==> src/rtl/cmd_pkg.sv <==
// Shared encodings for the command sequencer: pointer opcodes, command classes
// and FSM state encoding.
package cmd_pkg;

   localparam logic [2:0] PTR_NUL = 3'b000;
   localparam logic [2:0] PTR_JMP = 3'b001;
   localparam logic [2:0] PTR_SJF = 3'b010;
   localparam logic [2:0] PTR_SJB = 3'b100;

   localparam logic [2:0] CLS_EXE  = 3'b000;
   localparam logic [2:0] CLS_JMP  = 3'b001;
   localparam logic [2:0] CLS_SJF  = 3'b010;
   localparam logic [2:0] CLS_CALL = 3'b011;
   localparam logic [2:0] CLS_SJB  = 3'b100;
   localparam logic [2:0] CLS_RET  = 3'b101;
   localparam logic [2:0] CLS_RSV  = 3'b110;
   localparam logic [2:0] CLS_HALT = 3'b111;

   typedef enum logic [2:0] {
      S_IDLE     = 3'd0,
      S_FETCH    = 3'd1,
      S_WAIT     = 3'd2,
      S_DISPATCH = 3'd3,
      S_EXEC     = 3'd4,
      S_HALT     = 3'd5,
      S_RESUME   = 3'd6,
      S_FAULT    = 3'd7
   } state_t;

endpackage

==> src/rtl/cmd_ret_stack.sv <==
// Hardware return stack: register array indexed by an occupancy counter.
// Push on full and pop on empty are ignored; the caller turns them into a fault.
module cmd_ret_stack #(
   parameter int DEPTH = 8,
   parameter int WIDTH = 32
) (
   input  logic             clk,
   input  logic             nreset,
   input  logic             push,
   input  logic             pop,
   input  logic [WIDTH-1:0] push_data,
   output logic [WIDTH-1:0] top_data,
   output logic             full,
   output logic             empty
);

   localparam int AW = $clog2(DEPTH);

   logic [AW:0]      sp_q;
   logic [WIDTH-1:0] mem_q [DEPTH];
   logic [AW-1:0]    top_idx;

   assign full     = (sp_q == (AW+1)'(DEPTH));
   assign empty    = (sp_q == '0);
   assign top_idx  = sp_q[AW-1:0] - AW'(1);
   assign top_data = mem_q[top_idx];

   always_ff @(posedge clk or negedge nreset) begin
      if (!nreset) begin
         sp_q <= '0;
      end else if (push && !full) begin
         sp_q <= sp_q + (AW+1)'(1);
      end else if (pop && !empty) begin
         sp_q <= sp_q - (AW+1)'(1);
      end
   end

   // Entries need no reset: they are only read below the occupancy count.
   always_ff @(posedge clk) begin
      if (push && !full) begin
         mem_q[sp_q[AW-1:0]] <= push_data;
      end
   end

endmodule

==> src/rtl/cmd_seq_ctrl.sv <==
// Fetch/dispatch sequencer driving the command pointer, the command memory
// port and the execute-unit handshake; owns the return stack.
//
// state    | meaning
// ---------+-------------------------------------------------------------
// IDLE     | after reset, pointer held, waiting for ptr_ready & run
// FETCH    | first request cycle, mem_addr taken from ptr_addr
// WAIT     | request held with latched address until mem_ack
// DISPATCH | decode latched word, issue branch/call/return to pointer
// EXEC     | offer EXE word to execute unit; step pointer on handshake
// HALT     | halted=1, pointer held until run
// RESUME   | one NUL cycle stepping past the HALT word
// FAULT    | sticky error, pointer held until reset
module cmd_seq_ctrl
   import cmd_pkg::*;
#(
   parameter int                   BUS_WIDTH   = 32,
   parameter logic [BUS_WIDTH-1:0] PTR_BASE    = '0,
   parameter int                   STACK_DEPTH = 8
) (
   input  logic                 clk,
   input  logic                 nreset,
   input  logic                 run,
   input  logic [BUS_WIDTH-1:0] ptr_addr,
   input  logic                 ptr_ready,
   output logic [2:0]           ptr_opcode,
   output logic [BUS_WIDTH-1:0] ptr_addr_to,
   output logic                 mem_req,
   output logic [BUS_WIDTH-1:0] mem_addr,
   input  logic                 mem_ack,
   input  logic [BUS_WIDTH-1:0] mem_data,
   output logic                 exe_valid,
   output logic [BUS_WIDTH-1:0] exe_instr,
   input  logic                 exe_ready,
   output logic                 halted,
   output logic                 fault
);

   state_t               state_q, state_d;
   logic [BUS_WIDTH-1:0] instr_q;
   logic [BUS_WIDTH-1:0] addr_q;
   logic [2:0]           cls;
   logic [BUS_WIDTH-1:0] operand;
   logic [BUS_WIDTH-1:0] hold_addr;
   logic [BUS_WIDTH-1:0] ret_addr;
   logic                 push, pop, stk_full, stk_empty;
   logic [BUS_WIDTH-1:0] stk_top;

   assign cls       = instr_q[BUS_WIDTH-1 -: 3];
   assign operand   = {3'b000, instr_q[BUS_WIDTH-4:0]};
   assign hold_addr = ptr_addr - PTR_BASE;
   assign ret_addr  = hold_addr + BUS_WIDTH'(1);

   cmd_ret_stack #(
      .DEPTH (STACK_DEPTH),
      .WIDTH (BUS_WIDTH)
   ) u_stack (
      .clk       (clk),
      .nreset    (nreset),
      .push      (push),
      .pop       (pop),
      .push_data (ret_addr),
      .top_data  (stk_top),
      .full      (stk_full),
      .empty     (stk_empty)
   );

   always_ff @(posedge clk or negedge nreset) begin
      if (!nreset) begin
         state_q <= S_IDLE;
         instr_q <= '0;
         addr_q  <= '0;
      end else begin
         state_q <= state_d;
         if (state_q == S_FETCH) addr_q <= ptr_addr;
         if ((state_q == S_FETCH || state_q == S_WAIT) && mem_ack) instr_q <= mem_data;
      end
   end

   always_comb begin
      state_d = state_q;
      unique case (state_q)
         S_IDLE:   if (ptr_ready && run) state_d = S_FETCH;
         S_FETCH:  state_d = mem_ack ? S_DISPATCH : S_WAIT;
         S_WAIT:   if (mem_ack) state_d = S_DISPATCH;
         S_DISPATCH: begin
            unique case (cls)
               CLS_EXE:  state_d = S_EXEC;
               CLS_CALL: state_d = stk_full  ? S_FAULT : S_FETCH;
               CLS_RET:  state_d = stk_empty ? S_FAULT : S_FETCH;
               CLS_HALT: state_d = S_HALT;
               CLS_RSV:  state_d = S_FAULT;
               default:  state_d = S_FETCH;
            endcase
         end
         S_EXEC:   if (exe_ready) state_d = S_FETCH;
         S_HALT:   if (run) state_d = S_RESUME;
         S_RESUME: state_d = S_FETCH;
         S_FAULT:  state_d = S_FAULT;
         default:  state_d = S_IDLE;
      endcase
   end

   // The pointer moves every clock, so "hold" is a jump to its own address.
   always_comb begin
      ptr_opcode  = PTR_JMP;
      ptr_addr_to = hold_addr;
      push        = 1'b0;
      pop         = 1'b0;
      unique case (state_q)
         S_DISPATCH: begin
            unique case (cls)
               CLS_JMP: begin ptr_opcode = PTR_JMP; ptr_addr_to = operand; end
               CLS_SJF: begin ptr_opcode = PTR_SJF; ptr_addr_to = operand; end
               CLS_SJB: begin ptr_opcode = PTR_SJB; ptr_addr_to = operand; end
               CLS_CALL: if (!stk_full) begin
                  push        = 1'b1;
                  ptr_addr_to = operand;
               end
               CLS_RET: if (!stk_empty) begin
                  pop         = 1'b1;
                  ptr_addr_to = stk_top;
               end
               default: ;
            endcase
         end
         S_EXEC:   if (exe_ready) ptr_opcode = PTR_NUL;
         S_RESUME: ptr_opcode = PTR_NUL;
         default: ;
      endcase
   end

   assign mem_req   = (state_q == S_FETCH) || (state_q == S_WAIT);
   assign mem_addr  = (state_q == S_FETCH) ? ptr_addr : addr_q;
   assign exe_valid = (state_q == S_EXEC);
   assign exe_instr = instr_q;
   assign halted    = (state_q == S_HALT);
   assign fault     = (state_q == S_FAULT);

endmodule

==> config.mk <==
export PLATFORM = sky130hd
export DESIGN_NAME = cmd_seq_ctrl
export DESIGN_NICKNAME = d
export VERILOG_FILES = /design/src/rtl/cmd_pkg.sv /design/src/rtl/cmd_ret_stack.sv /design/src/rtl/cmd_seq_ctrl.sv
export SDC_FILE = /design/constraint.sdc
export NUM_CORES = 1
export LEC_CHECK = 0
export ABC_AREA = 1
export CORE_MARGIN = 4
export CORE_UTILIZATION = 60
export CTS_CLUSTER_DIAMETER = 100
export DETAILED_ROUTE_END_ITERATION = 10
export GPL_ROUTABILITY_DRIVEN = 0
export PLACE_DENSITY = 0.84
export SETUP_SLACK_MARGIN = 0.3
export SYNTH_ARGS = -nofsm -noshare
export SYNTH_HDL_FRONTEND = slang
export SYNTH_SLANG_ARGS = --single-unit
==> constraint.sdc <==
create_clock -name clk -period 11.7 [get_ports clk]
set_input_delay 2.34 -clock clk [delete_from_list [all_inputs] [get_ports clk]]
set_output_delay 2.34 -clock clk [all_outputs]
set_load 0.01 [all_outputs]
==> results of run 1 <==
==> cell type report <==
class | instances | area (sq um) | share of cell area
sequential | 327 | 9470 | 0.508
multi-input combinational | 1182 | 5120 | 0.275
timing repair buffer | 193 | 1870 | 0.100
clock buffer | 45 | 933 | 0.0500
inverter | 202 | 761 | 0.0408
tap | 330 | 413 | 0.0221
clock inverter | 15 | 77.6 | 0.00416
==> sequential cells by signal, summed over array words and instances, names as in the netlist <==
register	count
addr_q	32
exe_instr	32
state_q	3
u_stack.mem_q	256
u_stack.sp_q	4
==> critical path, cell delays in order (launching register included) <==
cell	delay (ps)
dfrtp_4	690
inv_2	610
ha_2	420
inv_2	330
buf_4	540
nand3_1	130
nand3_1	90
nand2_1	60
nor2_1	210
nor2_1	70
nor2_1	280
clkdlybuf4s50_1	610
==> per-layer routing <==
layer / up-vias / global-route usage / share of wire
met5: - / 0 / 0
met4: 0 / 0.111 / 0.037
met3: 137 / 0.0820 / 0.13
met2: 870 / 0.496 / 0.47
met1: 6027 / 0.410 / 0.36
li1: 6019 / - / -
==> how the worst min path moves through the flow <==
| stage | from | to | slack (ps) | cells after the start |
|---|---|---|---|---|
| global route | addr_q[23]$_DFF_PN0_ | addr_q[23]$_DFF_PN0_ | 530 | 2 |
| CTS | addr_q[8]$_DFF_PN0_ | addr_q[8]$_DFF_PN0_ | 500 | 2 |
| detailed placement | addr_q[2]$_DFF_PN0_ | addr_q[2]$_DFF_PN0_ | 490 | 2 |
| finish | addr_q[2]$_DFF_PN0_ | addr_q[2]$_DFF_PN0_ | 500 | 2 |
| floorplan | exe_instr[10]$_DFFE_PN0P_ | exe_instr[10]$_DFFE_PN0P_ | 520 | 2 |
| global placement | addr_q[22]$_DFF_PN0_ | addr_q[22]$_DFF_PN0_ | 470 | 2 |
==> cell usage in the layout, fill, tap and decap left out, drive strengths merged, types with 27 or more instances in the layout <==
cell / synthesis / final
o21ai: 56 / 56
clkdlybuf4s50: 0 / 171
clkbuf: 24 / 45
nor3: 29 / 29
nor2: 157 / 157
dfrtp: 71 / 71
nand2: 696 / 696
xor2: 27 / 27
inv: 202 / 203
nand3: 181 / 181
edfxtp: 256 / 256
==> per-stage QoR <==
stage	worst slack, ps	cells	utilization	hold slack (ps)	power, uW
2_1_floorplan	6500	1792	-	525	2840
3_3_place_gp	5210	2234	0.693	474	3610
3_5_place_dp	5200	2234	0.693	489	3660
4_1_cts	4800	2294	0.732	504	4680
5_1_grt	4480	2294	0.732	530	4990
6_report	4770	2294	0.732	503	4690
==> logic make-up after synthesis <==
logic type	count (synthesis)	share of synthesized area
compound gates	81	0.0266
xor+xnor	28	0.0156
fa+ha+maj	5	0.00447
buf+inv	283	0.0740
flops	327	0.603
simple gates	1068	0.276
==> power by group <==
part	leakage, uW	total, uW	internal, uW	switching (uW)
registers	0.00317	1530	1400	131
logic	0.00448	2170	771	1400
clock network	0.000505	995	562	432
==> metrics, run 1 <==
outcome complete, no violations; Critical Path RT 9360 ps; Post-CTS Resized 0; share of the synthesized area in the top cell type 0.490; Lkg Pwr 0.00816 uW; syn_area_per_cell 8.75 sq um; DPL Wire Length 28600 um; pwr dens 252 mW/mm^2; DRT Pass-1 Iters 6; critical path type flip-flop to primary output; Yosys top cell by area edfxtp_1; Setup violations, final 0; Post-synth top flop edfxtp_1; fillcell total 1679; Clock Root Buffer clkbuf_16; Worst R2R Start u_stack.sp_q[0]$_DFFE_PN0P_; Post-CTS Setup Bufs 0; Setup crit end ptr_addr_to[16]; unrepaired setup endpoints after global routing false; Post-Synthesis Cells 1792; final instance area 0.0187 sq mm; pin count of the biggest net entering global routing 107; die area 0.0288 sq mm; Final period util 0.593; Post-synth top cells nand2_1 (694), edfxtp_1 (256), inv_1 (195); DR vias/cell 5.69; Hold-fix buffers, CTS 0; Worst R2R End u_stack.mem_q[7][4]$_DFFE_PP_; H-tree depth 2; Via Count 13100; critical path capture point type primary output; # diodes 0; CTS buffer count 34; r2r setup slk 7330 ps; Fmax 144 MHz; top cells by area, synth edfxtp_1 (49%), nand2_1 (17%), dfrtp_1 (11%); #FFs+latches synth 327; Rows 58; Worst-Margin Slew 1110 ps; Post-route DRC 0; clock sink total 327; Synth async-reset ratio 0.217; area delta synth->final 18.9%; Worst EP arrival 4590 ps; worst vdd ir 193 uV; final hold vios 0; Synthesized Nets 1867; EDFF count, synth 256; Starting DRT DRC Count 1786; Ports 173; initial antenna violation count 0; ANT nets after route 0; nets 2015; total global-route track usage 0.309; Die Height 170 um; setup TNS 0 ps; CTS tree done; total grt overflow 0; distinct cell type count after synthesis 30; minimum clock period 6930 ps; first-pass GRT wire length 69500 um; CP startpoint u_stack.sp_q[0]$_DFFE_PN0P_; Mapped Area 0.0157 sq mm; Post-Place Cell Area 0.0176 sq mm; register area share after synthesis 0.603; CTS clk-pin slew, worst paths 60 ps; starting density of the core 0.616; startpoint types flip-flop; number of cells on the worst reg-to-reg path 8; HP Class flip-flop to flip-flop; top-count cell post-synth nand2_1; Die W 170 um; Skew-Pair Late Insertion Delay 510 ps; vias in the first global route 12800; I/O Buffers 172; DR WL/cell 19.2 um; core area 0.0255 sq mm; synth warn 0; max capacitance violation total 0; Critical Path Fanout Max 45; Clock Path Buffers 3; share of cells above drive strength 1 0.0504; Max Slew Vio Count 0; slew margin rel. 0.261; final clock skew 14.5 ps; Routed Wire Length 44200 um
No activity file was read; power rests on OpenSTA's default activity.
==> run 2, diff against run 1 <==
Settings changed: CORE_UTILIZATION 60 to 57, PLACE_DENSITY 0.84 to 0.81.
Clock period 11.7 ns to 6.7 ns, I/O delays scaled along.
==> run 2 against run 1 <==
  * Clock power is 84% higher
  * Combinational power is 76% higher
  * Flip-flop and latch count stayed put
  * Critical endpoint is now ptr_addr_to[19]
  * Core utilization is 3.8 points lower
  * Worst hold slack worse by 4.7 ps
  * Highest routed layer unchanged
  * Die area is 5.0% higher
  * Power is 78% higher
  * Worst setup slack worse by 3700 ps
  * Non-clock buffer count is 5 higher
==> metrics, run 2 (synthesized netlist as in run 1, its figures left out) <==
final clock skew 12.9 ps (-1.63 ps); Post-route DRC 0 (unchanged); share of total power in the clock network 0.220 (+0.008); Worst EP arrival 4340 ps (-250 ps); slew margin rel. 0.191 (-0.0694); DRT Pass-1 Iters 9 (+3); grt met1 use 0.397 (-0.0127); Die Height 174 um (+2.5%); switching part of the total 0.415 (-0.00255); Comb pwr share 0.460 (-0.002); nets 2020 (+0.25%); CTS buffer count 34 (unchanged); CTS tree done; Clock Root Buffer clkbuf_16; vias in the first global route 12800 (-0.15%); Starting DRT DRC Count 1681 (-5.9%); Clock Path Buffers 3 (unchanged); setup TNS 0 ps (unchanged); Worst path max stage delay 680 ps (about the same); Post-CTS Resized 0 (unchanged); outcome complete, no violations; Setup violations, final 0 (unchanged); Switch Pwr 3460 uW (+77%); clock sink total 327 (unchanged); first-pass GRT wire length 70700 um (+1.8%); Ports 173 (unchanged); max capacitance violation total 0 (unchanged); core area 0.0270 sq mm (+6.1%); Total Power 8340 uW (+78%); Skew-Pair Late Insertion Delay 510 ps (about the same); total grt overflow 0 (unchanged); initial antenna violation count 0 (unchanged); DR vias/cell 5.65 (-0.64%); share of cells above drive strength 1 0.0533 (+0.00289); final hold vios 0 (unchanged); Die W 174 um (+2.5%); Post-CTS Setup Bufs 0 (unchanged); minimum clock period 5680 ps; HP Class flip-flop to flip-flop; unrepaired setup endpoints after global routing false; Critical Path RT 5360 ps (-4000 ps); critical path type flip-flop to primary output; Max Slew Vio Count 0 (unchanged); pin count of the biggest net entering global routing 109 (+1.9%); DR WL/cell 19.6 um (+1.9%); DPL Wire Length 29600 um (+3.6%); total global-route track usage 0.297 (-0.0122); Worst-Margin Slew 1210 ps (+97.5 ps); Final period util 0.847; most common cell after layout, fill and taps aside nand2_1; critical path capture point type primary output; met2 global-route usage 0.481 (-0.0154); pwr dens 445 mW/mm^2 (+77%); total internal power 4880 uW (+79%); CTS clk-pin slew, worst paths 60 ps (about the same); Top cell by count, worst path nand2_1; Fmax 176 MHz; # diodes 0 (unchanged); worst vdd ir 431 uV (+120%); I/O Buffers 172 (unchanged); Rows 60 (+3.4%); starting density of the core 0.580 (-0.0354); commonest non-fill, non-tap cells in the layout nand2_1 (694), edfxtp_1 (256), inv_1 (194); ANT nets after route 0 (unchanged); startpoint types flip-flop; Critical Path Fanout Max 43 (-4.4%); Flop pwr share 0.321 (-0.005); Lkg Pwr 0.00821 uW (+0.64%); Routed Wire Length 45300 um (+2.7%); Hold-fix buffers, CTS 0 (unchanged); gr busiest metal met2; H-tree depth 2 (unchanged); CP cell instances inv_2 > ha_2 > inv_2 > buf_4 > nand2_1 > nand3_1 > nand3_1 > nand2_1 > nand2_1 > nand2_1 > clkdlybuf4s50_1; GR Util met3 0.0689 (-0.0131); Via Count 13100 (+0.092%); area delta synth->final 19.7%; max reg flops 256 (unchanged); slowest stage cell, crit path dfrtp_4; die area 0.0302 sq mm (+5.0%)
[run 2: cell count changes in the layout (fill, tap and decap cells not counted), sizes merged]
cell	previous run	this run
bufinv	0	1
inv	203	201
clkinv	14	12
clkinvlp	0	1
clkbuf	45	48
buf	22	27
[run 2: power groups by stage]
stage / registers [uW] / clock network, uW / logic [uW]
finish: 2670 / 1830 / 3830
detailed placement: 2710 / 0 / 3730
CTS: 2670 / 1840 / 3790
global placement: 2700 / 0 / 3650
global route: 2710 / 1930 / 4180
floorplan: 2640 / 0 / 2330
[run 2: final cells by class]
class | count | area [sq um]
well taps | 341 | 427
fillers | 1944 | 8260
clock inverters | 13 | 87.6
repair buffers | 198 | 1910
multi-input cells | 1182 | 5120
flip-flops and latches | 327 | 9470
inverters | 202 | 761
clock buffers | 48 | 991
[run 2: metrics by stage]
stage / area (sq um) / cells / hold slack, ps / util / worst slack (ps)
2_1_floorplan: 15700 / 1792 / 525 / - / 2350
3_3_place_gp: 17700 / 2250 / 479 / 0.654 / 1670
3_5_place_dp: 17700 / 2250 / 486 / 0.654 / 1620
4_1_cts: 18800 / 2311 / 502 / 0.694 / 1070
5_1_grt: 18800 / 2311 / 527 / 0.694 / 846
6_report: 18800 / 2311 / 498 / 0.694 / 1020
[run 2: final timing paths]
path	startpoint	end	slack, ps	cells past startpoint
worst max-delay path	u_stack.sp_q[0]$_DFFE_PN0P_	ptr_addr_to[19]	1020	11
worst min-delay path	addr_q[23]$_DFF_PN0_	addr_q[23]$_DFF_PN0_	500	2
worst max register to register	u_stack.sp_q[0]$_DFFE_PN0P_	u_stack.mem_q[6][3]$_DFFE_PP_	2380	8
worst min register to register	addr_q[23]$_DFF_PN0_	addr_q[23]$_DFF_PN0_	500	2
max in group asynchronous	nreset	u_stack.sp_q[0]$_DFFE_PN0P_	4960	2
min in group asynchronous	nreset	addr_q[31]$_DFF_PN0_	1040	2
[run 2: critical path, delay by kind of cell, from the launching register on]
family                   cells  cell delay [ps]
buffers and inverters        4             2020
AND/OR/NAND/NOR              6              710
flip-flops                   1              680
adder cells (fa/ha/maj)      1              380
[run 2: metal layers]
metal	share of wire	vias up
li1	-	6017
met1	0.37	6077
met2	0.47	852
met3	0.12	119
met4	0.033	0
met5	0	-
==> run 3, diff against run 2 <==
Clock period 6.7 ns to 5.6 ns, I/O delays scaled along.
==> run 3 against run 2 <==
  * Die area unchanged
  * Flip-flop and latch count unchanged
  * Worst hold slack improved by 3.1 ps
  * Clock power increased by 19%
  * Worst setup slack got worse by 570 ps
  * Register-to-register slack got worse by 460 ps
  * Wire length decreased by 1.2%
  * Largest power group unchanged
  * Cell count about the same
  * Global-route usage decreased by 1.0 points
==> metrics, run 3 (synthesized netlist as in run 1, its figures left out) <==
outcome complete, no violations; starting density of the core 0.580 (unchanged); HP Class flip-flop to flip-flop; final clock skew 13.5 ps (+0.622 ps); die area 0.0302 sq mm (unchanged); commonest non-fill, non-tap cells in the layout nand2_1 (694), edfxtp_1 (256), inv_1 (194); max capacitance violation total 0 (unchanged); Worst R2R Start u_stack.sp_q[1]$_DFFE_PN0P_; Ports 173 (unchanged); core area 0.0270 sq mm (unchanged); # diodes 0 (unchanged); DP Worst Slack 952 ps (-673 ps); first-pass GRT wire length 69000 um (-2.4%); final hold vios 0 (unchanged); worst vdd ir 464 uV (+7.7%); Critical Path Fanout Max 20 (-53%); number of cells on the worst reg-to-reg path 8 (unchanged); Starting DRT DRC Count 1563 (-7.0%); Worst EP arrival 4030 ps (-310 ps); CTS clk-pin slew, worst paths 60 ps (about the same); Critical Path RT 4480 ps (-880 ps); ANT nets after route 0 (unchanged); r2r setup slk 1920 ps (-460 ps); total grt overflow 0 (unchanged); setup TNS 0 ps (unchanged); Die W 174 um (unchanged); Lkg Pwr 0.00820 uW (-0.14%); Die Height 174 um (unchanged); vias in the first global route 12800 (+0.11%); Hold Path End addr_q[2]$_DFF_PN0_; setup ws final 449 ps (-575 ps); I/O Buffers 172 (unchanged); pwr dens 530 mW/mm^2 (+19%); Worst R2R End u_stack.mem_q[4][8]$_DFFE_PP_; H-tree depth 1 (-1); share of cells above drive strength 1 0.0539 (+0.000562); Routed Wire Length 44800 um (-1.2%); Total Power 9960 uW (+19%); Post-route DRC 0 (unchanged); Worst-Margin Slew 1110 ps (-96.9 ps); Hold Startpoint addr_q[2]$_DFF_PN0_; Max Slew Vio Count 0 (unchanged); Setup violations, final 0 (unchanged); DR WL/cell 19.4 um (-1.1%); CTS buffer count 31 (-8.8%); minimum clock period 5150 ps; area delta synth->final 19.9%; Clock Path Buffers 3 (unchanged); Final period util 0.920; Rows 60 (unchanged); Clock Root Buffer clkbuf_16; Skew-Pair Late Insertion Delay 560 ps (+50 ps); max reg flops 256 (unchanged); critical path type flip-flop to primary output; startpoint types flip-flop; Hold Crit Depth 2 (unchanged); total global-route track usage 0.286 (-0.0102); Hold Slack 501 ps (+3.05 ps); nets 2018 (-0.099%); Via Count 13100 (+0.21%); unrepaired setup endpoints after global routing false; initial antenna violation count 0 (unchanged); DR vias/cell 5.67 (+0.29%); Fmax 194 MHz; pin count of the biggest net entering global routing 92 (-16%); critical path capture point type primary output; clock sink total 327 (unchanged); Hold-fix buffers, CTS 0 (unchanged); slew margin rel. 0.256 (+0.0649); CTS tree done; DRT Pass-1 Iters 6 (-3); DPL Wire Length 29000 um (-1.9%); most common cell after layout, fill and taps aside nand2_1
## run 3: changes by cell type in the layout (fill, tap and decap cells not counted), moves of 3 or more
| cell | previous run | this run |
|---|---|---|
| buf_12 | 0 | 4 |
| buf_4 | 26 | 23 |
| bufinv_16 | 1 | 6 |
| clkbuf_1 | 8 | 3 |
| clkbuf_16 | 37 | 31 |
| clkinvlp_2 | 0 | 3 |
## run 3: what timing repair did
item	4_1_cts	5_1_grt
setup endpoints to repair	0	16
setup buffers	0	1
resized for setup	0	0
## run 3: where the power goes
| group | switching, uW | total [uW] | leakage (uW) | internal [uW] |
|---|---|---|---|---|
| Sequential | 277 | 3200 | 0.00317 | 2920 |
| Combinational | 2930 | 4580 | 0.00452 | 1650 |
| Clock | 897 | 2180 | 0.000505 | 1290 |
## run 3: how the worst max path moves through the flow
stage	startpoint	endpoint	slack (ps)	depth (start not counted)
after global placement	u_stack.sp_q[0]$_DFFE_PN0P_	ptr_addr_to[8]	950	11
after detailed placement	u_stack.sp_q[0]$_DFFE_PN0P_	ptr_addr_to[8]	950	11
after CTS	u_stack.sp_q[0]$_DFFE_PN0P_	ptr_addr_to[9]	350	11
final	u_stack.sp_q[1]$_DFFE_PN0P_	ptr_addr_to[8]	450	11
after floorplan	u_stack.sp_q[0]$_DFFE_PN0P_	u_stack.mem_q[1][0]$_DFFE_PP_	1250	10
after global routing	u_stack.sp_q[0]$_DFFE_PN0P_	ptr_addr_to[8]	360	11
## run 3: cell type report
type / instances / area [sq um]
clock buffers: 34 / 787
clock inverters: 24 / 274
flip-flops and latches: 327 / 9470
repair buffers: 199 / 1970
fillers: 1949 / 8220
well taps: 341 / 427
inverters: 202 / 761
multi-input cells: 1182 / 5120
## run 3: per-stage QoR
stage / cells / utilization / area (sq um)
6_report: 2309 / 0.696 / 18800
5_1_grt: 2309 / 0.696 / 18800
4_1_cts: 2308 / 0.695 / 18800
3_5_place_dp: 2250 / 0.656 / 17700
3_3_place_gp: 2250 / 0.656 / 17700
2_1_floorplan: 1792 / - / 15700
## run 3: layer usage
layer / GRT usage / share of wire / vias to the layer above
li1: - / - / 6015
met1: 0.383 / 0.37 / 6068
met2: 0.470 / 0.47 / 881
met3: 0.0574 / 0.12 / 128
met4: 0.104 / 0.036 / 0
met5: 0 / 0 / -
## run 3: worst max-delay path, stage by stage, from the launching register on
cell and delay, ps:
dfrtp_1 570, inv_1 240, ha_2 290, nand2_1 90, nor2_1 80, nor2_2 580, buf_4 430, nand2_1 90
nor2_1 290, nor2_1 90, nor2_1 140, clkdlybuf4s50_1 570
